--- config.mk ---
export PLATFORM = sky130hd
export DESIGN_NAME = sprite_line_renderer
export DESIGN_NICKNAME = d
export VERILOG_FILES = /design/src/rtl/madnes_sprite_pkg.sv /design/src/rtl/sprite_pixel_select.sv /design/src/rtl/sprite_line_renderer.sv
export SDC_FILE = /design/constraint.sdc
export NUM_CORES = 1
export LEC_CHECK = 0
export ABC_AREA = 0
export CAP_MARGIN = 20
export CORE_ASPECT_RATIO = 0.5
export CORE_MARGIN = 2
export CORE_UTILIZATION = 45
export CTS_BUF_LIST = sky130_fd_sc_hd__clkbuf_4 sky130_fd_sc_hd__clkbuf_8 sky130_fd_sc_hd__clkbuf_16
export DETAILED_ROUTE_END_ITERATION = 7
export PLACE_DENSITY = 0.79
export SLEW_MARGIN = 20
export SYNTH_ARGS = -nofsm -noshare
export SYNTH_HDL_FRONTEND = slang
export SYNTH_SLANG_ARGS = --single-unit
export TNS_END_PERCENT = 50
--- constraint.sdc ---
create_clock -name clk -period 6.1 [get_ports clk]
set_input_delay 0.915 -clock clk [delete_from_list [all_inputs] [get_ports clk]]
set_output_delay 0.915 -clock clk [all_outputs]
set_load 0.1 [all_outputs]
--- src/rtl/madnes_sprite_pkg.sv ---
// Shared types and constants for the sprite line renderer.
// Optional build macro: SPRITE_PRIORITY_EN (routes the OAM priority bit to the line buffer).
package madnes_sprite_pkg;

   localparam int SPRITE_SIZE       = 16;
   localparam int PIXEL_W_DEF       = 4;
   localparam int OAM_ADDR_SIZE_DEF = 6;
   localparam int MAX_OBJ_DEF       = 32;
   localparam int LINE_WIDTH_DEF    = 640;

   typedef struct packed {
      logic       enable;
      logic       yflip;
      logic       xflip;
      logic       prio;
      logic [9:0] ypos;
      logic [9:0] xpos;
      logic [7:0] spriteref;
   } oam_entry_t;

   typedef struct packed {
      logic [OAM_ADDR_SIZE_DEF-1:0] oam_index;
      logic                         valid;
   } list_entry_t;

   typedef enum logic [2:0] {
      IDLE   = 3'd0,
      SELECT = 3'd1,
      OAM_RD = 3'd2,
      SPR_RD = 3'd3,
      DRAW   = 3'd4,
      DONE   = 3'd5
   } render_state_t;

endpackage

--- src/rtl/sprite_pixel_select.sv ---
// Picks one pixel of a fetched sprite row and decides whether it lands on the visible line.
module sprite_pixel_select
   import madnes_sprite_pkg::*;
#(
   parameter int PIXEL_W    = PIXEL_W_DEF,
   parameter int LINE_WIDTH = LINE_WIDTH_DEF
) (
   input  logic [SPRITE_SIZE*PIXEL_W-1:0] row_data,
   input  logic [3:0]                     i,
   input  logic                           xflip,
   input  logic [9:0]                     xpos,
   output logic [PIXEL_W-1:0]             colour,
   output logic [10:0]                    x,
   output logic                           write_ok
);

   logic [3:0] p_s;

   // Source pixel, screen x (11 bits so the right edge never wraps) and write eligibility.
   always_comb begin
      p_s      = xflip ? (4'd15 - i) : i;
      colour   = row_data[p_s*PIXEL_W +: PIXEL_W];
      x        = {1'b0, xpos} + {7'd0, i};
      write_ok = (colour != {PIXEL_W{1'b0}}) && (x < 11'(LINE_WIDTH));
   end

endmodule

--- src/rtl/sprite_line_renderer.sv ---
// Walks the per-line sprite list high-to-low, fetches OAM and sprite rows, paints the line buffer.
// Optional build macro: SPRITE_PRIORITY_EN.
module sprite_line_renderer
   import madnes_sprite_pkg::*;
#(
   parameter int MAX_OBJ_PER_LINE = MAX_OBJ_DEF,
   parameter int OAM_ADDR_SIZE    = OAM_ADDR_SIZE_DEF,
   parameter int PIXEL_W          = PIXEL_W_DEF,
   parameter int LINE_WIDTH       = LINE_WIDTH_DEF
) (
   input  logic                                         clk,
   input  logic                                         reset,
   input  logic [9:0]                                   sx,
   input  logic [9:0]                                   sy,
   input  logic                                         line_prepared,
   input  logic [MAX_OBJ_PER_LINE*(OAM_ADDR_SIZE+1)-1:0] buffer_array,
   output logic [OAM_ADDR_SIZE-1:0]                     oam_addr,
   input  logic [31:0]                                  oam_data,
   output logic [11:0]                                  spr_addr,
   input  logic [SPRITE_SIZE*PIXEL_W-1:0]               spr_data,
   output logic                                         lb_we,
   output logic [9:0]                                   lb_addr,
   output logic [PIXEL_W:0]                             lb_data,
   output logic                                         busy,
   output logic                                         render_done
);

   localparam int ENTRY_W = OAM_ADDR_SIZE + 1;
   localparam int IDX_W   = $clog2(MAX_OBJ_PER_LINE);

   render_state_t                                 state_r;
   logic [MAX_OBJ_PER_LINE*ENTRY_W-1:0]           list_r;
   logic [9:0]                                    sy_snap_r;
   logic [IDX_W-1:0]                              idx_r;
   logic                                          lp_d_r;
   logic                                          skip_r;
   logic [3:0]                                    pix_r;
   logic [9:0]                                    xpos_r;
   logic                                          xflip_r;
   logic                                          busy_r;
   logic                                          done_r;
   logic                                          lb_we_r;
   logic [9:0]                                    lb_addr_r;
   logic [PIXEL_W:0]                              lb_data_r;
   logic [OAM_ADDR_SIZE-1:0]                      oam_addr_r;
   logic [11:0]                                   spr_addr_r;
`ifdef SPRITE_PRIORITY_EN
   logic                                          prio_r;
`endif

   oam_entry_t                                    oam_s;
   logic [9:0]                                    row_s;
   logic [3:0]                                    row_sel_s;
   logic [IDX_W-1:0]                              idx_dec_s;
   logic                                          entry_valid_s;
   logic [OAM_ADDR_SIZE-1:0]                      next_oam_s;
   logic                                          start_s;
   logic                                          abort_s;
   logic                                          advance_s;
   logic [PIXEL_W-1:0]                            colour_s;
   logic [10:0]                                   x_s;
   logic                                          write_ok_s;
   logic                                          unused_s;

`ifdef SPRITE_PRIORITY_EN
   assign unused_s = ^sx;
`else
   assign unused_s = ^{sx, oam_data[28]};
`endif

   sprite_pixel_select #(
      .PIXEL_W    (PIXEL_W),
      .LINE_WIDTH (LINE_WIDTH)
   ) u_pixel_select (
      .row_data (spr_data),
      .i        (pix_r),
      .xflip    (xflip_r),
      .xpos     (xpos_r),
      .colour   (colour_s),
      .x        (x_s),
      .write_ok (write_ok_s)
   );

   // List decode, row arithmetic and sequencing decisions.
   always_comb begin
      oam_s         = oam_entry_t'(oam_data);
      row_s         = sy_snap_r - oam_s.ypos;
      row_sel_s     = oam_s.yflip ? (4'd15 - row_s[3:0]) : row_s[3:0];
      idx_dec_s     = idx_r - IDX_W'(1);
      entry_valid_s = list_r[idx_r*ENTRY_W];
      next_oam_s    = list_r[idx_dec_s*ENTRY_W + 1 +: OAM_ADDR_SIZE];
      start_s       = line_prepared && !lp_d_r && ((state_r == IDLE) || (state_r == DONE));
      abort_s       = busy_r && (state_r != DONE) && (sy != sy_snap_r);
      case (state_r)
         SELECT:  advance_s = !entry_valid_s;
         SPR_RD:  advance_s = skip_r;
         DRAW:    advance_s = (pix_r == 4'd15);
         default: advance_s = 1'b0;
      endcase
   end

   // Renderer FSM; every output is a register.
   always_ff @(posedge clk or negedge reset) begin
      if (!reset) begin
         state_r    <= IDLE;
         list_r     <= '0;
         sy_snap_r  <= 10'd0;
         idx_r      <= '0;
         lp_d_r     <= 1'b0;
         skip_r     <= 1'b0;
         pix_r      <= 4'd0;
         xpos_r     <= 10'd0;
         xflip_r    <= 1'b0;
         busy_r     <= 1'b0;
         done_r     <= 1'b0;
         lb_we_r    <= 1'b0;
         lb_addr_r  <= 10'd0;
         lb_data_r  <= '0;
         oam_addr_r <= '0;
         spr_addr_r <= 12'd0;
`ifdef SPRITE_PRIORITY_EN
         prio_r     <= 1'b0;
`endif
      end else begin
         lp_d_r  <= line_prepared;
         lb_we_r <= 1'b0;
         if (abort_s) begin
            state_r <= IDLE;
            busy_r  <= 1'b0;
            done_r  <= 1'b0;
         end else if (start_s) begin
            list_r     <= buffer_array;
            sy_snap_r  <= sy;
            done_r     <= 1'b0;
            busy_r     <= 1'b1;
            idx_r      <= IDX_W'(MAX_OBJ_PER_LINE - 1);
            oam_addr_r <= buffer_array[(MAX_OBJ_PER_LINE-1)*ENTRY_W + 1 +: OAM_ADDR_SIZE];
            state_r    <= SELECT;
         end else if (advance_s) begin
            // oam_addr is preloaded here so OAM data is ready when the next entry reaches OAM_RD
            if (idx_r == '0) begin
               state_r <= DONE;
            end else begin
               idx_r      <= idx_dec_s;
               oam_addr_r <= next_oam_s;
               state_r    <= SELECT;
            end
            if (state_r == DRAW) begin
               lb_we_r   <= write_ok_s;
               lb_addr_r <= x_s[9:0];
`ifdef SPRITE_PRIORITY_EN
               lb_data_r <= {prio_r, colour_s};
`else
               lb_data_r <= {1'b0, colour_s};
`endif
            end
         end else begin
            case (state_r)
               SELECT: state_r <= OAM_RD;
               OAM_RD: begin
                  xpos_r  <= oam_s.xpos;
                  xflip_r <= oam_s.xflip;
`ifdef SPRITE_PRIORITY_EN
                  prio_r  <= oam_s.prio;
`endif
                  if (!oam_s.enable || (row_s >= 10'd16)) begin
                     skip_r <= 1'b1;
                  end else begin
                     skip_r     <= 1'b0;
                     spr_addr_r <= {oam_s.spriteref, row_sel_s};
                  end
                  state_r <= SPR_RD;
               end
               SPR_RD: begin
                  pix_r   <= 4'd0;
                  state_r <= DRAW;
               end
               DRAW: begin
                  // spr_addr is held through DRAW, so the sprite memory output stays stable
                  lb_we_r   <= write_ok_s;
                  lb_addr_r <= x_s[9:0];
`ifdef SPRITE_PRIORITY_EN
                  lb_data_r <= {prio_r, colour_s};
`else
                  lb_data_r <= {1'b0, colour_s};
`endif
                  pix_r     <= pix_r + 4'd1;
               end
               DONE: begin
                  busy_r <= 1'b0;
                  done_r <= 1'b1;
               end
               IDLE:    state_r <= IDLE;
               default: state_r <= IDLE;
            endcase
         end
      end
   end

   assign oam_addr    = oam_addr_r;
   assign spr_addr    = spr_addr_r;
   assign lb_we       = lb_we_r;
   assign lb_addr     = lb_addr_r;
   assign lb_data     = lb_data_r;
   assign busy        = busy_r;
   assign render_done = done_r;

endmodule
==> metrics.cfg <==
[power]
pwr-share-seq = 0.273
swShare = 0.4136
ir_drop_uv = 492.0
pwr-share-comb = 0.596
powerDensity_nw_per_um2 = 643.2
power.switching_mw = 5.686
p_int_mw = 8.062
p_clk_frac = 0.131
leakage_nw = 8.552
power.total_mw = 13.75

[routing]
drcViolationCount = 0
via_per_inst = 5.766
dr_total_vias = 11405
dr.max_layer_used = met4
ant_nets = 0
wl_per_cell_um = 23.59
wl_met3_um = 2783
dr.first_iter.drc_count = 723
wl_met2_um = 23900
totalWireLength_um = 46660
firstDrtPassIters = 5
met1_length_um = 18940

[placed_design]
place_ws_ns = 1.191
placement.io_buffers = 366
place_congestion = 0.9034
hpwlAfterDp_um = 35600

[synthesis]
synth_top_area_share = 0.4527
yosysTopAreaCell = dfrtp_1
ys_seq_area_frac = 0.4527
synth-seq-cells = 294
yosys-top-cells-area = dfrtp_1, mux4_2, mux2_2
yosysWarnings = 0
ys.flop_type = dfrtp_1
synth.distinct_cells = 56
syn_inst = 1129
synthArstFlopShare = 1.000
synth_nets = 1506
syn_avg_cell_area_sq_um = 14.40
syn_area_sq_um = 16250
synth-edff-count = 0

[status]
status = finished clean

[flow_run]
maxCapViolCount = 0

[clock_tree]
clk_pin_slew_ns = 0.07
post_cts_buffers = 0
cts_buffers = 28
postCtsHoldBufs = 0
root_buffer = clkbuf_16
cts_resized = 0
tritoncts = done
cts_max_level = 1
cts_num_sinks = 294
clk_latency_ns = 0.58
cts_buffer_depth = 3

[timing]
setup_viol = 0
maxSlewHeadroom = 0.2903
period_share = 0.8171
min_period_ns = 4.984
rsz0062_at_grt = no
clock_skew_ns = 0.02553
tightest_slew_ns = 1.061
fin_ws_ns = 1.116
setup_tns_ns = 0
max_freq_mhz = 200.6
timing.final.max_slew_violations = 0
hold_violations = 0

[floorplan]
core_area_sq_um = 35740
die_area_sq_um = 37750
start_util = 0.4547
die_x_um = 272.8
rows = 49
ios = 379
fp.dieH_um = 138.4

[worst_setup_path]
crit_top_cell = inv_1
crit_fanout = 20
cp_cell_sequence = inv_1 -> fa_1 -> inv_1 -> ha_1 -> inv_1 -> fa_1 -> nand2_1 -> nor4_1 -> a31oi_1 -> nand4_1 -> o311a_1 -> o211ai_2 -> a21oi_4 -> mux2_4
cp_slowest_stage_delay_ns = 1.10
slowest_stage = fa_1
endpoint_kind = flip-flop
criticalPathCategory = flip-flop to flip-flop
worst-endpoint-arrival_ns = 5.43
start_kind = flip-flop
worstPathRequired_ns = 6.54

[grt]
antenna_found_initial = 1
grt_pass1_vias = 12196
grt_max_degree = 132
overflow = 0
grt_first_pass_wirelength_um = 72680
grt_usage = 0.2485

[finish]
synthToLayoutAreaGrowth_pct = 31.52
layout-drive-gt1-share = 0.3222
nets = 1852
nFillCells = 2735

[min_path]
hold_class = input pin to asynchronous set/reset pin

-- per-layer routing --
layer  GRT usage  up-vias
li1            -     4967
met1      0.3303     6015
met2      0.4299      347
met3     0.04204       76
met4     0.05379        0
met5           0        -
-- synth_stat cells, types with 6 or more instances --
master and instances:
nor3_1 13, fa_1 7, xor2_1 22, buf_2 32
clkbuf_1 34, a31oi_1 7, nand2_1 40, nor2_1 31
nand4_1 6, nand2b_1 6, mux2i_1 19, inv_1 25
ha_1 27, a21oi_1 21, mux2_2 257, dfrtp_1 294
nor2b_1 12, mux2_4 6, xnor2_1 20, mux2_1 9
o21ai_0 23, mux4_2 133, nand3_1 16
-- stage by stage --
step,instance area (sq um),std cells,hold slack (ns),util
6_report,21380,1978,0.3807,0.5980
5_1_grt,21380,1978,0.4232,0.5980
3_3_place_gp,20450,1929,0.4665,0.5720
3_5_place_dp,20450,1929,0.4746,0.5720
4_1_cts,21370,1977,0.4005,0.5980
2_1_floorplan,16250,1129,0.4674,-
-- flip-flops by register name (all words and copies together), names as in the netlist --
signal / flops
oam_addr: 6
lb_data: 4
lp_d_r: 1
skip_r: 1
list_r: 224
idx_r: 5
state_r: 3
sy_snap_r: 10
xpos_r: 10
lb_we: 1
render_done: 1
spr_addr: 12
xflip_r: 1
pix_r: 4
lb_addr: 10
busy: 1
-- area by class of cell --
| class | count | area [sq um] | share of cell area |
|---|---|---|---|
| clock buffer | 37 | 774.5 | 0.03623 |
| timing repair buffer | 389 | 3891 | 0.1820 |
| tap | 484 | 605.6 | 0.02833 |
| inverter | 25 | 93.84 | 0.004390 |
| antenna | 1 | 2.502 | 0.0001171 |
| clock inverter | 11 | 152.6 | 0.007141 |
| multi-input combinational | 737 | 8494 | 0.3974 |
| sequential | 294 | 7361 | 0.3444 |
-- worst paths after layout --
check | startpoint | to | slack [ns] | cells past startpoint
max reg2reg | idx_r[2] | oam_addr[2] | 1.12 | 14
max in group asynchronous | reset | spr_addr[4] | 4.33 | 2
min reg2reg | spr_addr[10] | spr_addr[10] | 0.49 | 1
min | reset | list_r[142] | 0.38 | 1
min in group clk | spr_addr[10] | spr_addr[10] | 0.49 | 1
max | idx_r[2] | oam_addr[2] | 1.12 | 14
-- power by group through the flow --
stage               clock [mW]  sequential (mW)  combinational (mW)
detailed placement           0             3.77                8.14
global route              1.91             3.88                8.71
finish                    1.79             3.75                8.20
CTS                       1.83             3.74                8.19
floorplan                    0             4.08                5.52
global placement             0             3.70                7.99
-- kinds of logic after synthesis --
logic type / after synthesis / share of synthesized area
compound gates: 95 / 0.04011
flops: 294 / 0.4527
other cells: 1 / 0.0002307
buf+inv: 98 / 0.02741
simple gates: 141 / 0.04172
xor+xnor: 42 / 0.02263
mux: 424 / 0.3858
fa+ha+maj: 34 / 0.02941
-- cells in the final DEF (no fill, tap or decap), types with 5 or more instances in the layout --
cell	n
clkdlybuf4s50_1	365
dfrtp_1	293
mux2_2	257
mux4_2	133
nand2_1	40
nor2_1	31
clkbuf_16	28
ha_1	26
inv_1	25
o21ai_0	23
xor2_1	22
a21oi_1	21
xnor2_1	19
mux2i_1	19
buf_4	19
nand3_1	16
nor3_1	13
nor2b_1	12
mux2_1	9
clkbuf_4	8
fa_1	7
nand4_1	6
nand2b_1	6
a31oi_1	6
mux2_4	6
a21o_1	5
a21boi_0	5
a211oi_1	5
-- worst max-delay path, delay by kind of cell, from the launching register on --
kind / cells / cell delay, ns
mux: 1 / 0.33
simple gates: 3 / 0.79
buf+inv: 3 / 0.39
fa+ha+maj: 3 / 1.74
flops: 1 / 0.49
compound gates: 4 / 1.09
Power figures use the tool's default switching activity.
